[config.mk]
export PLATFORM = sky130hd
export DESIGN_NAME = dp_ram_b_arbiter
export DESIGN_NICKNAME = d
export VERILOG_FILES = /design/src/rtl/dp_ram_arb_pkg.sv /design/src/rtl/dp_ram_b_arbiter_rr.sv /design/src/rtl/dp_ram_b_arbiter.sv
export SDC_FILE = /design/constraint.sdc
export NUM_CORES = 1
export LEC_CHECK = 0
export BUFFER_PORTS_ARGS = -buffer_cell sky130_fd_sc_hd__buf_4
export CORE_AREA = 4 4 103 105
export CTS_BUF_LIST = sky130_fd_sc_hd__clkbuf_16
export DETAILED_ROUTE_END_ITERATION = 10
export DIE_AREA = 0 0 107 109
export PLACE_DENSITY = 0.48
export RECOVER_POWER = 25
export SETUP_SLACK_MARGIN = 0.2
export SLEW_MARGIN = 10
export SYNTH_ARGS = -nofsm -noshare
export SYNTH_HDL_FRONTEND = slang
export SYNTH_HIERARCHICAL = 1
export SYNTH_SLANG_ARGS = --single-unit
[constraint.sdc]
create_clock -name clk_i -period 3.4 [get_ports clk_i]
set_input_delay 0.17 -clock clk_i [delete_from_list [all_inputs] [get_ports clk_i]]
set_output_delay 0.17 -clock clk_i [all_outputs]
set_load 0.1 [all_outputs]
[src/rtl/dp_ram_arb_pkg.sv]
// rtl/dp_ram_arb_pkg.sv - shared types and helpers for the port-B arbiter
package dp_ram_arb_pkg;

  localparam int unsigned MAX_NUM_REQ = 8;

  typedef logic [$clog2(MAX_NUM_REQ)-1:0] idx_t;

  typedef struct packed {
    logic [31:0] addr;
    logic        we;
    logic [3:0]  be;
    logic [31:0] wdata;
  } obi_req_t;

  typedef struct packed {
    logic [31:0] rdata;
    logic        err;
  } obi_rsp_t;

  // Next round-robin start position after serving index i out of n masters.
  function automatic idx_t wrap_inc(input idx_t i, input int unsigned n);
    if (32'(i) + 32'd1 >= n) return '0;
    return i + idx_t'(1);
  endfunction

endpackage

[src/rtl/dp_ram_b_arbiter_rr.sv]
// rtl/dp_ram_b_arbiter_rr.sv - round-robin arbiter, one-hot grant plus index
module rr_arbiter
  import dp_ram_arb_pkg::*;
#(
  parameter int unsigned N = 2
) (
  input  logic         clk_i,
  input  logic         rst_ni,
  input  logic [N-1:0] req_i,
  output logic [N-1:0] gnt_o,
  output idx_t         idx_o
);

  idx_t       ptr_q, ptr_d;
  idx_t       idx_d;
  logic       found;
  logic [3:0] cand;
  logic [N-1:0] req_sh;

  // Scan from the pointer upward, wrapping, and take the first requester.
  always_comb begin
    idx_d  = '0;
    found  = 1'b0;
    cand   = '0;
    req_sh = '0;
    for (int unsigned i = 0; i < N; i++) begin
      cand = 4'(ptr_q) + 4'(i);
      if (cand >= 4'(N)) cand = cand - 4'(N);
      req_sh = req_i >> cand;
      if (!found && req_sh[0]) begin
        found = 1'b1;
        idx_d = idx_t'(cand);
      end
    end
  end

  assign gnt_o = found ? (N'(1) << idx_d) : '0;
  assign idx_o = idx_d;
  assign ptr_d = found ? wrap_inc(idx_d, N) : ptr_q;

  always_ff @(posedge clk_i or negedge rst_ni) begin
    if (!rst_ni) ptr_q <= '0;
    else         ptr_q <= ptr_d;
  end

endmodule

[src/rtl/dp_ram_b_arbiter.sv]
// rtl/dp_ram_b_arbiter.sv - shares RAM port B among NUM_REQ masters with range check
module dp_ram_b_arbiter
  import dp_ram_arb_pkg::*;
#(
  parameter int unsigned NUM_REQ    = 2,
  parameter int unsigned ADDR_WIDTH = 22,
  parameter logic [32:0] MAX_ADDR   = 33'(1) << ADDR_WIDTH
) (
  input  logic                      clk_i,
  input  logic                      rst_ni,
  input  logic [NUM_REQ-1:0]        req_i,
  input  logic [NUM_REQ-1:0][31:0]  addr_i,
  input  logic [NUM_REQ-1:0]        we_i,
  input  logic [NUM_REQ-1:0][3:0]   be_i,
  input  logic [NUM_REQ-1:0][31:0]  wdata_i,
  output logic [NUM_REQ-1:0]        gnt_o,
  output logic [NUM_REQ-1:0]        rvalid_o,
  output logic [31:0]               rdata_o,
  output logic                      err_o,
  output logic                      ram_en_o,
  output logic [ADDR_WIDTH-1:0]     ram_addr_o,
  output logic                      ram_we_o,
  output logic [3:0]                ram_be_o,
  output logic [31:0]               ram_wdata_o,
  input  logic [31:0]               ram_rdata_i
);

  logic [NUM_REQ-1:0] gnt;
  idx_t               gnt_idx;
  obi_req_t           sel_req;
  obi_rsp_t           rsp;
  logic               any_gnt;
  logic               legal;

  logic rsp_valid_q, rsp_valid_d;
  idx_t rsp_idx_q, rsp_idx_d;
  logic rsp_err_q, rsp_err_d;
  logic rsp_we_q, rsp_we_d;

  rr_arbiter #(.N(NUM_REQ)) u_rr (
    .clk_i  (clk_i),
    .rst_ni (rst_ni),
    .req_i  (req_i),
    .gnt_o  (gnt),
    .idx_o  (gnt_idx)
  );

  always_comb begin
    sel_req = '0;
    for (int unsigned k = 0; k < NUM_REQ; k++) begin
      if (gnt[k]) sel_req = '{addr: addr_i[k], we: we_i[k], be: be_i[k], wdata: wdata_i[k]};
    end
  end

  assign any_gnt     = |gnt;
  assign legal       = {1'b0, sel_req.addr} < MAX_ADDR;
  assign gnt_o       = gnt;
  assign ram_en_o    = any_gnt & legal;
  assign ram_addr_o  = sel_req.addr[ADDR_WIDTH-1:0];
  assign ram_we_o    = sel_req.we;
  assign ram_be_o    = sel_req.be;
  assign ram_wdata_o = sel_req.wdata;

  assign rsp_valid_d = any_gnt;
  assign rsp_idx_d   = gnt_idx;
  assign rsp_err_d   = any_gnt & ~legal;
  assign rsp_we_d    = sel_req.we;

  always_ff @(posedge clk_i or negedge rst_ni) begin
    if (!rst_ni) begin
      rsp_valid_q <= 1'b0;
      rsp_idx_q   <= '0;
      rsp_err_q   <= 1'b0;
      rsp_we_q    <= 1'b0;
    end else begin
      rsp_valid_q <= rsp_valid_d;
      rsp_idx_q   <= rsp_idx_d;
      rsp_err_q   <= rsp_err_d;
      rsp_we_q    <= rsp_we_d;
    end
  end

  // Only successful reads carry RAM data; everything else reads back as zero.
  always_comb begin
    rsp.rdata = (rsp_valid_q && !rsp_we_q && !rsp_err_q) ? ram_rdata_i : 32'h0;
    rsp.err   = rsp_valid_q & rsp_err_q;
  end

  assign rvalid_o = rsp_valid_q ? (NUM_REQ'(1) << rsp_idx_q) : '0;
  assign rdata_o  = rsp.rdata;
  assign err_o    = rsp.err;

  a_gnt_onehot: assert property (@(posedge clk_i) disable iff (!rst_ni) $onehot0(gnt_o));
  a_rvalid_onehot: assert property (@(posedge clk_i) disable iff (!rst_ni) $onehot0(rvalid_o));
  a_gnt_rvalid: assert property (@(posedge clk_i) disable iff (!rst_ni)
                                 (|gnt_o) |=> (rvalid_o == $past(gnt_o)));
  a_en_gnt: assert property (@(posedge clk_i) disable iff (!rst_ni) ram_en_o |-> (|gnt_o));

endmodule

==> key figures, run 1 <==
Final layout
  – Share of layout cells above drive strength 1: 0.779
  – Fin nets: approximately 650
  – Final std cells w/o fill: 595
  – FF/Latch Area: 228 µm²
  – Layout fillers: just under 1,000
  – Area of the multi-input gates: 1700 µm²
  – Number of diodes: 0
  – P&R area growth vs syn: 207%

STA
  – Period utilization: 0.925
  – Post-route clock skew: around 0.0032 ns
  – Fin. max-slew vios: 0
  – Setup TNS: 0 ns
  – Finish-stage setup viols: 0
  – RSZ-0062 raised after global routing: true
  – Fmax: ~320 MHz
  – Final hold viol count: 0
  – Minimum clock period after layout: around 3.1 ns
  – Slew @ Worst Pin: approximately 1.2 ns
  – Max_slew headroom: 0.205

Pwr
  – PD cells: between 1000 and 1500 nW/µm²
  – Leak: roughly 0.0024 µW
  – Register share of total power: 0.029
  – Tot Pwr: 5370 µW
  – Switch Pwr: 3610 µW
  – Switching portion of total power: 0.672
  – Cell Int Power: between 1500 and 2000 µW
  – Clock share of power: 0.038
  – VDD IR max: ~0.85 mV
  – Gate power share: 0.933

Routing
  – Drt initial violations: roughly 90
  – Via density: roughly 4.3
  – Via count: around 2,600
  – DRC: 0
  – Pre-antenna DRT Iters: 4
  – Total Wirelength: ~11,000 µm
  – Drt wl/cell: 18.0 µm
  – Antenna viol nets, final: 0

Place
  – DP Wirelength: about 9000 µm
  – Port bufs: between 200 and 300
  – Placer Congestion: between 0.7 and 0.8
  – DP Cell Count: roughly 570

Logic synthesis
  – Synth top area share: 0.333
  – Synthesized area per cell: roughly 8.5 µm²
  – Seq/Total Area, Yosys: 0.147
  – FF+latch count, synth: 9
  – Top post-synthesis cells by area: a22o_1 33%, dfrtp_1 15%, and2_1 14%
  – Yosys top cell by area: a22o_1
  – Mapped Cells: 179
  – Synth Flop Type: dfrtp_1
  – Most frequent cells after synthesis: 58 x a22o_1, 33 x and2_1, 9 x dfrtp_1
  – Synth warn: 6
  – Post-synth EDFFs: 0
  – Cell with the most instances after synthesis: a22o_1
  – Ys async rst share: 1.00
  – Distinct cells, synth: 40
  – Syn Std Cell Area: between 1500 and 2000 µm²

GRT
  – Congestion Overflow GR: 0
  – First-pass GRT wire length: 15,000 µm
  – GRT Overall Usage: 0.166
  – Largest net degree at the start of global routing: 33
  – Initial antenna violation count: 0
  – Vias in the first global route: 2,822

Floorplan
  – Std-Cell Rows: 36
  – Initial Utilization: 0.158
  – DIE AREA: about 12,000 µm²
  – Height of the die: 109 µm
  – # IOs: roughly 270
  – Die Wd: approximately 110 µm
  – Core area: just under 10,000 µm²

CTS
  – # H-tree levels: 1
  – Clk buf depth: 2
  – CTS Sinks: 9
  – Clk root buf: clkbuf_16
  – Worst skew pair latency: between 0.2 and 0.25 ns
  – Clock slew at reported path FFs: ~0.040 ns
  – Total CTS buffers: 3
  – CTS tree: yes

Worst setup path
  – Crit Path Category: flip-flop to primary output
  – Critical Path AT: around 3 ns
  – Reg2reg start: u_rr/ptr_q[1]
  – Worst r2r path cells: 12
  – Crit end category: primary output
  – Worst-path fanout max: 6
  – Reg-to-Reg End: u_rr/ptr_q[0]
  – Worst Setup EP: ram_en_o
  – Required time of the critical path: roughly 3.2 ns
  – CP startpoint kind: flip-flop
  – Reg2Reg Setup Slack: ~0.55 ns
  – Crit path launch: u_rr/ptr_q[1]

Outcome
  – Status: finished, final reports clean

Worst hold path
  – HP Class: input pin to flip-flop

Job
  – Max-cap violations: 0
## critical path, cell delays in order, from the launching register on
cell	delay [ns]
dfrtp_2	0.45
ha_2	0.20
xnor2_2	0.22
ha_4	0.19
nor2b_2	0.12
o22ai_1	0.10
a32oi_4	0.32
o21ai_4	0.14
buf_4	0.17
nor4_2	0.24
nand3_1	0.17
a21oi_4	0.21
buf_12	0.19
## kinds of logic (layout without fill, tap and decap cells)
logic type | count (synthesis) | in the layout | synth area share
xor+xnor | 1 | 1 | 0.00573
fa+ha+maj | 8 | 8 | 0.0655
mux | 1 | 1 | 0.00655
buf+inv | 25 | 306 | 0.0925
compound gates | 74 | 74 | 0.417
other cells | 2 | 4 | 0.00492
flops | 9 | 9 | 0.147
simple gates | 59 | 59 | 0.260
## timing repair
action | 4_1_cts | 5_1_grt
endpoints found under the setup margin | 61 | 60
cloned | 1 | 1
hold buffers | 1 | 0
endpoints found under the hold margin | 9 | 0
buffers inserted | 10 | 6
pin swaps | 5 | 8
resized for setup | 52 | 32
## power groups by stage
stage | combinational (µW) | clock (µW) | sequential, µW
after global routing | 5170 | 213 | 159
after floorplan | 3750 | 0 | 150
after CTS | 4900 | 208 | 156
after detailed placement | 4580 | 0 | 168
final | 5010 | 203 | 155
after global placement | 4580 | 0 | 166
## layout make-up
| class | instances | area share |
|---|---|---|
| Timing Repair Buffer | 296 | 0.531 |
| Multi-Input combinational cell | 147 | 0.363 |
| Sequential cell | 9 | 0.0486 |
| Tap cell | 133 | 0.0355 |
| Clock buffer | 3 | 0.0160 |
| Inverter | 6 | 0.00534 |
| Clock inverter | 1 | 0.000801 |
## per-layer routing
layer  wire length (µm)  part of all wire  global-route usage
met3               1080              0.10              0.0705
met2               6080              0.57               0.327
met5                  0                 0                   0
met4                218             0.020              0.0447
met1               3330              0.31               0.157
## registers in the layout, indices dropped and copies added, names as in the netlist
name / flops
rsp_err_q: 1
rsp_idx_q: 3
rsp_valid_q: 1
rsp_we_q: 1
u_rr/ptr_q: 3
## through the flow
step | worst slack (ns) | utilization | hold slack [ns] | area [µm²]
2_1_floorplan | 0.00694 | - | -0.126 | 2010
3_3_place_gp | 0.249 | 0.430 | 0.000282 | 4140
3_5_place_dp | 0.192 | 0.430 | -0.000976 | 4140
4_1_cts | 0.201 | 0.472 | 0.182 | 4550
5_1_grt | 0.143 | 0.486 | 0.190 | 4680
6_report | 0.255 | 0.486 | 0.186 | 4680
## placed cells by master, fill, tap and decap left out, types with 4 or more instances in the layout
cell type and n:
ha_1 5, inv_1 6, buf_8 6, buf_12 12
conb_1 4, clkbuf_1 20, dfrtp_1 7, a22o_4 45
a22o_2 13, buf_6 28, and2_1 33, clkbuf_16 4
buf_4 227
## how the worst min path moves through the flow
stage	depth (start not counted)	slack (ns)	startpoint	endpoint
floorplan	0	-0.13	rst_ni	rsp_err_q
global placement	1	0.0003	rst_ni	u_rr/ptr_q[2]
detailed placement	1	-0.001	rst_ni	u_rr/ptr_q[2]
CTS	2	0.18	we_i[0]	rsp_we_q
global route	2	0.19	we_i[0]	rsp_we_q
finish	2	0.19	we_i[0]	rsp_we_q
Note: power is estimated with default switching activity, not from simulation.
==> inputs of run 2 (changes only) <==
==> constraint.sdc (replaced) <==
create_clock -name clk_i -period 3.2 [get_ports clk_i]
set_input_delay 0.16 -clock clk_i [delete_from_list [all_inputs] [get_ports clk_i]]
set_output_delay 0.16 -clock clk_i [all_outputs]
set_load 0.1 [all_outputs]
==> run 2 against run 1 <==
Sequential power is 8% higher. Worst hold slack improved by 0.071 ns. Cell area increased by 16%. Largest cell class unchanged. Highest routed layer unchanged.
==> key figures, run 2 (synthesis gave the netlist of run 1 again) <==
STA
  – Fin. max-slew vios: 0 (unchanged)
  – Post-route clock skew: 0.000737 ns (-0.00247 ns)
  – Fmax: between 300 and 400 MHz
  – Slew @ Worst Pin: 1.18 ns (-0.0125 ns)
  – Hold slack final: 0.257 ns (+0.0711 ns)
  – Minimum clock period after layout: about 3 ns
  – Period utilization: 0.938
  – Max_slew headroom: 0.214 (+0.00827)
  – Final hold viol count: 0 (unchanged)
  – RSZ-0062 raised after global routing: true
  – Finish-stage setup viols: 0 (unchanged)

Pwr
  – Switching portion of total power: 0.614 (-0.0588)
  – Leak: 0.00271 µW (+12%)
  – Gate power share: 0.941 (+0.008)
  – Switch Pwr: 4000 µW (+11%)
  – VDD IR max: 0.831 mV (-1.7%)
  – Cell Int Power: 2520 µW (+43%)
  – Register share of total power: 0.026 (-0.003)
  – PD cells: 1200 nW/µm² (+4.6%)
  – Clock share of power: 0.033 (-0.005)

Floorplan
  – Die Wd: 107 µm (unchanged)
  – # IOs: 271 (unchanged)
  – Height of the die: 109 µm (unchanged)
  – Core area: 9640 µm² (unchanged)
  – Std-Cell Rows: 36 (unchanged)
  – Initial Utilization: 0.158 (unchanged)
  – DIE AREA: 11,700 µm² (unchanged)

Job
  – Max-cap violations: 0 (unchanged)

Final layout
  – Final Core Density: 0.564 (+0.0779)
  – Commonest non-fill, non-tap cells in the layout: 205 x buf_4, 62 x buf_12, 58 x a22o_4
  – Number of diodes: 0 (unchanged)
  – Fin nets: 649 (+0.62%)
  – Area of the multi-input gates: 1840 µm² (+8.2%)
  – FF/Latch Area: 229 µm² (+0.55%)
  – Layout fillers: 869 (-10%)
  – Leading registers by flop count: rsp_idx_q: 3 flops, u_rr/ptr_q: 3 flops
  – P&R area growth vs syn: 256%
  – Most common cell after layout, fill and taps aside: buf_4
  – Share of layout cells above drive strength 1: 0.822 (+0.0427)

Worst setup path
  – Worst-path cell chain: ha_4, xnor2_4, ha_4, inv_2, a311oi_4, a32oi_4, o21ai_4, nor2b_4, buf_12, clkbuf_16, a22o_4, buf_12
  – CP startpoint kind: flip-flop
  – Crit end category: primary output
  – Worst-path fanout max: 7 (+1)
  – CP max-delay cell: dfrtp_2
  – Crit Path Category: flip-flop to primary output
  – Required time of the critical path: 3.04 ns (-0.19 ns)
  – Critical Path AT: 2.84 ns (-0.14 ns)
  – CP peak stage delay: 0.46 ns (about the same)

Routing
  – Drt wl/cell: 17.9 µm (-0.77%)
  – Pre-antenna DRT Iters: 3 (-1)
  – Via density: 4.31 (+0.15%)
  – Via count: 2,582 (+0.82%)
  – Antenna viol nets, final: 0 (unchanged)
  – DRC: 0 (unchanged)
  – Total Wirelength: 10,700 µm (-0.10%)
  – Drt initial violations: 60 (-33%)

CTS
  – Clk buf depth: 2 (unchanged)
  – Worst skew pair latency: 0.23 ns (about the same)
  – CTS Sinks: 9 (unchanged)
  – # H-tree levels: 1 (unchanged)
  – CTS tree: yes
  – Clk root buf: clkbuf_16
  – Clock slew at reported path FFs: 0.04 ns (about the same)
  – Total CTS buffers: 3 (unchanged)

GRT
  – Congestion Overflow GR: 0 (unchanged)
  – Vias in the first global route: 2,824 (+0.071%)
  – First-pass GRT wire length: 15,100 µm (+1.1%)
  – Initial antenna violation count: 0 (unchanged)
  – Largest net degree at the start of global routing: 43 (+30%)
  – GRT Overall Usage: 0.165 (-0.00139)

Place
  – Placer Congestion: 0.702 (-8.4%)
  – Port bufs: 270 (unchanged)
  – DP Wirelength: 8560 µm (-5.2%)

Worst hold path
  – HP Class: input pin to flip-flop

Outcome
  – Status: finished, final reports clean
[run 2: cell type report]
type,instances,share of cell area
clock inverters,1,0.000691
multi-input cells,147,0.338
clock buffers,3,0.0138
flip-flops and latches,9,0.0421
inverters,6,0.00460
repair buffers,300,0.570
well taps,133,0.0306
[run 2: final timing paths]
kind	cells after the start	end	slack, ns	from
worst max-delay path	12	ram_wdata_o[16]	0.20	u_rr/ptr_q[1]
worst min-delay path	3	rsp_we_q	0.26	we_i[0]
worst max register to register	12	u_rr/ptr_q[0]	0.37	u_rr/ptr_q[1]
worst min register to register	1	u_rr/ptr_q[2]	0.65	u_rr/ptr_q[2]
max in group asynchronous	2	u_rr/ptr_q[0]	2.43	rst_ni
min in group asynchronous	2	rsp_idx_q[2]	0.41	rst_ni
[run 2: stage by stage]
stage	cell area, µm²	power, µW	setup WS, ns	TNS [ns]	cells
after CTS	5090	6190	0.119	0	585
after floorplan	2070	4190	-0.180	-0.261	181
after global routing	5440	6730	0.0871	0	599
after detailed placement	4220	5110	0.0924	0	573
after global placement	4220	5110	0.146	0	573
final	5440	6520	0.199	0	599
[run 2: power groups by stage]
| stage | registers (µW) | logic (µW) | clock network (µW) |
|---|---|---|---|
| final | 168 | 6140 | 214 |
| after global routing | 173 | 6330 | 226 |
| after CTS | 169 | 5800 | 219 |
| after detailed placement | 170 | 4940 | 0 |
| after global placement | 168 | 4940 | 0 |
| after floorplan | 159 | 4030 | 0 |
[run 2: layer usage]
metal | global-route usage | vias up | share of wire
met3 | 0.0669 | 8 | 0.11
met1 | 0.167 | 1182 | 0.31
met2 | 0.323 | 138 | 0.57
met5 | 0 | - | 0
met4 | 0.0237 | 0 | 0.011
li1 | - | 1254 | -
[run 2: timing repair]
action / CTS / global route
gates resized for setup: 171 / 39
hold endpoints to repair: 9 / 0
cloned: 0 / 5
setup buffers: 7 / 9
hold buffers: 1 / 0
endpoints found under the setup margin: 61 / 62
pin swaps: 5 / 12
[run 2: critical path, delay by kind of cell (launching register included)]
| family | cells | cell delay (ns) |
|---|---|---|
| flops | 1 | 0.46 |
| simple gates | 1 | 0.09 |
| xor+xnor | 1 | 0.13 |
| fa+ha+maj | 2 | 0.47 |
| buf+inv | 4 | 0.52 |
| compound gates | 4 | 0.94 |
==> inputs of run 3 (changes only) <==
--- a/config.mk
+++ b/config.mk
@@ -5,12 +5,13 @@
 export SDC_FILE = /design/constraint.sdc
 export NUM_CORES = 1
 export LEC_CHECK = 0
+export ABC_AREA = 1
 export BUFFER_PORTS_ARGS = -buffer_cell sky130_fd_sc_hd__buf_4
-export CORE_AREA = 4 4 103 105
+export CORE_AREA = 4 4 102 104
 export CTS_BUF_LIST = sky130_fd_sc_hd__clkbuf_16
 export DETAILED_ROUTE_END_ITERATION = 10
-export DIE_AREA = 0 0 107 109
-export PLACE_DENSITY = 0.48
+export DIE_AREA = 0 0 106 108
+export PLACE_DENSITY = 0.53
 export RECOVER_POWER = 25
 export SETUP_SLACK_MARGIN = 0.2
 export SLEW_MARGIN = 10
==> run 3 against run 2 <==
Clock power about the same. Worst setup slack improved by 0.064 ns. Sequential power decreased by 31%. Register-to-register slack improved by 0.28 ns. Clock-buffer cell count unchanged. Critical path type unchanged. Largest cell class unchanged.
==> key figures, run 3 <==
Outcome
  – Status: finished, final reports clean

Place
  – DP Cell Count: 755 (+32%)
  – DP Wirelength: 9970 µm (+16%)
  – Placed Area: 4680 µm² (+11%)
  – Placer Congestion: 0.823 (+17%)
  – Port bufs: 270 (unchanged)

Logic synthesis
  – Synth Flop Type: dfrtp_1
  – Ys async rst share: 1.00 (unchanged)
  – Top post-synthesis cells by area: nand2_1 27%, nand3_1 16%, dfrtp_1 12%
  – Yosys top cell by area: nand2_1
  – Synthesized area per cell: 5.13 µm² (-40%)
  – Synth top area share: 0.269 (-0.0637)
  – Distinct cells, synth: 27 (-33%)
  – Synth warn: 6 (unchanged)
  – Cell with the most instances after synthesis: nand2_1
  – Mapped Cells: 370 (+110%)
  – Post-synth EDFFs: 0 (unchanged)
  – Seq/Total Area, Yosys: 0.119 (-0.0288)
  – Most frequent cells after synthesis: 136 x nand2_1, 62 x nand3_1, 47 x inv_1
  – Syn Std Cell Area: 1900 µm² (+24%)
  – FF+latch count, synth: 9 (unchanged)

Pwr
  – Switching portion of total power: 0.190 (-0.424)
  – PD cells: 93.1 nW/µm² (-92%)
  – VDD IR max: 0.102 mV (-88%)
  – Switch Pwr: 97.7 µW (-98%)
  – Gate power share: 0.361 (-0.580)
  – Cell Int Power: 417 µW (-83%)
  – Clock share of power: 0.413 (+0.380)
  – Register share of total power: 0.226 (+0.200)
  – Leak: 0.00286 µW (+5.7%)

Routing
  – WL met1: 4540 µm (+36%)
  – WL met2: 6910 µm (+14%)
  – Drt initial violations: 170 (+180%)
  – Antenna viol nets, final: 0 (unchanged)
  – DRC: 0 (unchanged)
  – Total Wirelength: 12,800 µm (+20%)
  – Routed wl met3: 1190 µm (+3.6%)
  – Top Layer Used: met4
  – Via density: 4.33 (+0.51%)
  – Via count: 3,362 (+30%)
  – Drt wl/cell: 16.5 µm (-7.6%)
  – Pre-antenna DRT Iters: 5 (+2)

GRT
  – Congestion Overflow GR: 0 (unchanged)
  – First-pass GRT wire length: 16,900 µm (+12%)
  – GRT Overall Usage: 0.184 (+0.0194)
  – Initial antenna violation count: 0 (unchanged)
  – Vias in the first global route: 3,158 (+12%)
  – Largest net degree at the start of global routing: 49 (+14%)

Worst setup path
  – Worst r2r path cells: 18 (+6)
  – Worst-path cell chain: ha_2, inv_1, nand2_1, nand2_2, ha_1, inv_1, nor2_1, nand4_2, nand3_2, inv_2, nor2_4, buf_12, clkbuf_16, nand3_1, nand2_4, buf_6
  – Levels on crit path: 16 (+4)
  – Cell mode on critical path: inv_1
  – Cell family with most CP delay: simple AND/OR/NAND/NOR gates
  – CP startpoint kind: flip-flop
  – Crit path buffers/inverters: 6 (+2)
  – Crit Path Category: flip-flop to primary output
  – Worst-path fanout max: 6 (-1)
  – Required time of the critical path: 3.04 ns (about the same)
  – Crit end category: primary output
  – CP peak stage delay: 0.48 ns (+0.02 ns)
  – Critical Path AT: 2.78 ns (-0.06 ns)
  – CP max-delay cell: dfrtp_1

Worst hold path
  – Hold path cells: 3 (unchanged)
  – HP Class: input pin to flip-flop

Final layout
  – Commonest non-fill, non-tap cells in the layout: 213 x buf_4, 75 x nand2_1, 51 x nand3_1
  – Fin nets: 826 (+27%)
  – Share of layout cells above drive strength 1: 0.625 (-0.197)
  – P&R area growth vs syn: 191%
  – Number of diodes: 0 (unchanged)
  – Layout fillers: 915 (+5.3%)
  – Finished Cell Area: 5530 µm² (+1.7%)
  – Final std cells w/o fill: 776 (+30%)
  – Most common cell after layout, fill and taps aside: buf_4
  – Leading registers by flop count: rsp_idx_q: 3 flops, u_rr/ptr_q: 3 flops

Floorplan
  – Height of the die: 108 µm (-0.92%)
  – # IOs: 271 (unchanged)
  – DIE AREA: 11,400 µm² (-1.8%)
  – Core area: 9550 µm² (-0.93%)
  – Initial Utilization: 0.199 (+0.0404)
  – Die Wd: 106 µm (-0.93%)
  – Std-Cell Rows: 36 (unchanged)

CTS
  – CTS Sinks: 9 (unchanged)
  – # H-tree levels: 1 (unchanged)
  – CTS tree: yes
  – Clock slew at reported path FFs: 0.04 ns (about the same)
  – Clk root buf: clkbuf_16
  – Clk buf depth: 2 (unchanged)
  – Worst skew pair latency: 0.23 ns (about the same)
  – Total CTS buffers: 3 (unchanged)

STA
  – Period utilization: 0.918 (-0.0200)
  – Post-route clock skew: 0.00299 ns (+0.00225 ns)
  – RSZ-0062 raised after global routing: false
  – Slew @ Worst Pin: 1.18 ns (-0.00418 ns)
  – Fin. max-slew vios: 0 (unchanged)
  – Final hold viol count: 0 (unchanged)
  – Fmax: 341 MHz (+2.2%)
  – Max_slew headroom: 0.216 (+0.00278)
  – Finish-stage setup viols: 0 (unchanged)
  – Minimum clock period after layout: 2.94 ns (-0.0639 ns)

Job
  – Max-cap violations: 0 (unchanged)
## run 3: cell count changes in the layout (fill, tap and decap cells not counted), moves of 33 or more
cell     change
nand2_1     +72
a22o_4      -58
nand3_1     +49
nand2_4     +45
inv_1       +44
buf_12      -38
nor2_1      +35
and2_1      -33
## run 3: per-layer routing
layer  vias to the layer above  GRT usage
met5                         -          0
met4                         0     0.0333
met3                        10     0.0591
met2                       178      0.357
met1                      1509      0.196
li1                       1665          -
## run 3: layout make-up
type	instances	area, µm²	area share
multi-input cells	286	2040	0.370
inverters	52	200	0.0362
flip-flops and latches	9	226	0.0410
well taps	133	166	0.0301
clock buffers	3	75.1	0.0136
repair buffers	292	2810	0.508
clock inverters	1	3.75	0.000679
## run 3: power groups by stage
stage / clock [µW] / combinational, µW / sequential (µW)
finish: 212 / 186 / 116
global route: 228 / 202 / 116
CTS: 216 / 188 / 116
detailed placement: 0 / 186 / 118
global placement: 0 / 184 / 118
floorplan: 0 / 18.1 / 118
## run 3: worst min-delay path, cell delays in order
cell	delay, ns
buf_4	0.07
nand2_1	0.07
nand2_4	0.07
## run 3: timing repair
action,in CTS,in global routing
resized for setup,6,135
hold buffers,1,0
pin swaps,0,4
gates cloned,0,8
hold endpoints to repair,9,0
setup endpoints to repair,60,60
setup buffers,0,8
## run 3: worst paths after layout
kind | start | slack, ns | end
worst min-delay path | we_i[1] | 0.19 | rsp_we_q
worst max register to register | u_rr/ptr_q[0] | 0.65 | rsp_err_q
max in group asynchronous | rst_ni | 2.46 | u_rr/ptr_q[1]
min in group asynchronous | rst_ni | 0.40 | rsp_valid_q
worst max-delay path | u_rr/ptr_q[0] | 0.26 | ram_addr_o[0]
worst min register to register | u_rr/ptr_q[2] | 0.64 | u_rr/ptr_q[2]
## run 3: through the flow
| step | power [µW] | hold WS, ns | TNS (ns) | setup WS, ns | utilization |
|---|---|---|---|---|---|
| 5_1_grt | 546 | 0.199 | 0 | 0.0695 | 0.579 |
| 4_1_cts | 520 | 0.178 | 0 | 0.149 | 0.502 |
| 3_3_place_gp | 302 | -0.0131 | 0 | 0.285 | 0.490 |
| 6_report | 515 | 0.191 | 0 | 0.263 | 0.579 |
| 3_5_place_dp | 304 | -0.00999 | 0 | 0.256 | 0.490 |
| 2_1_floorplan | 136 | -0.136 | -0.536 | -0.268 | - |
## run 3: cell families after synthesis
kind of cell             share of synthesized area
adder cells (fa/ha/maj)                     0.0527
AND/OR/NAND/NOR                              0.632
flip-flops                                   0.119
AO/OA/AOI/OAI                              0.00527
other                                      0.00395
buffers and inverters                        0.188
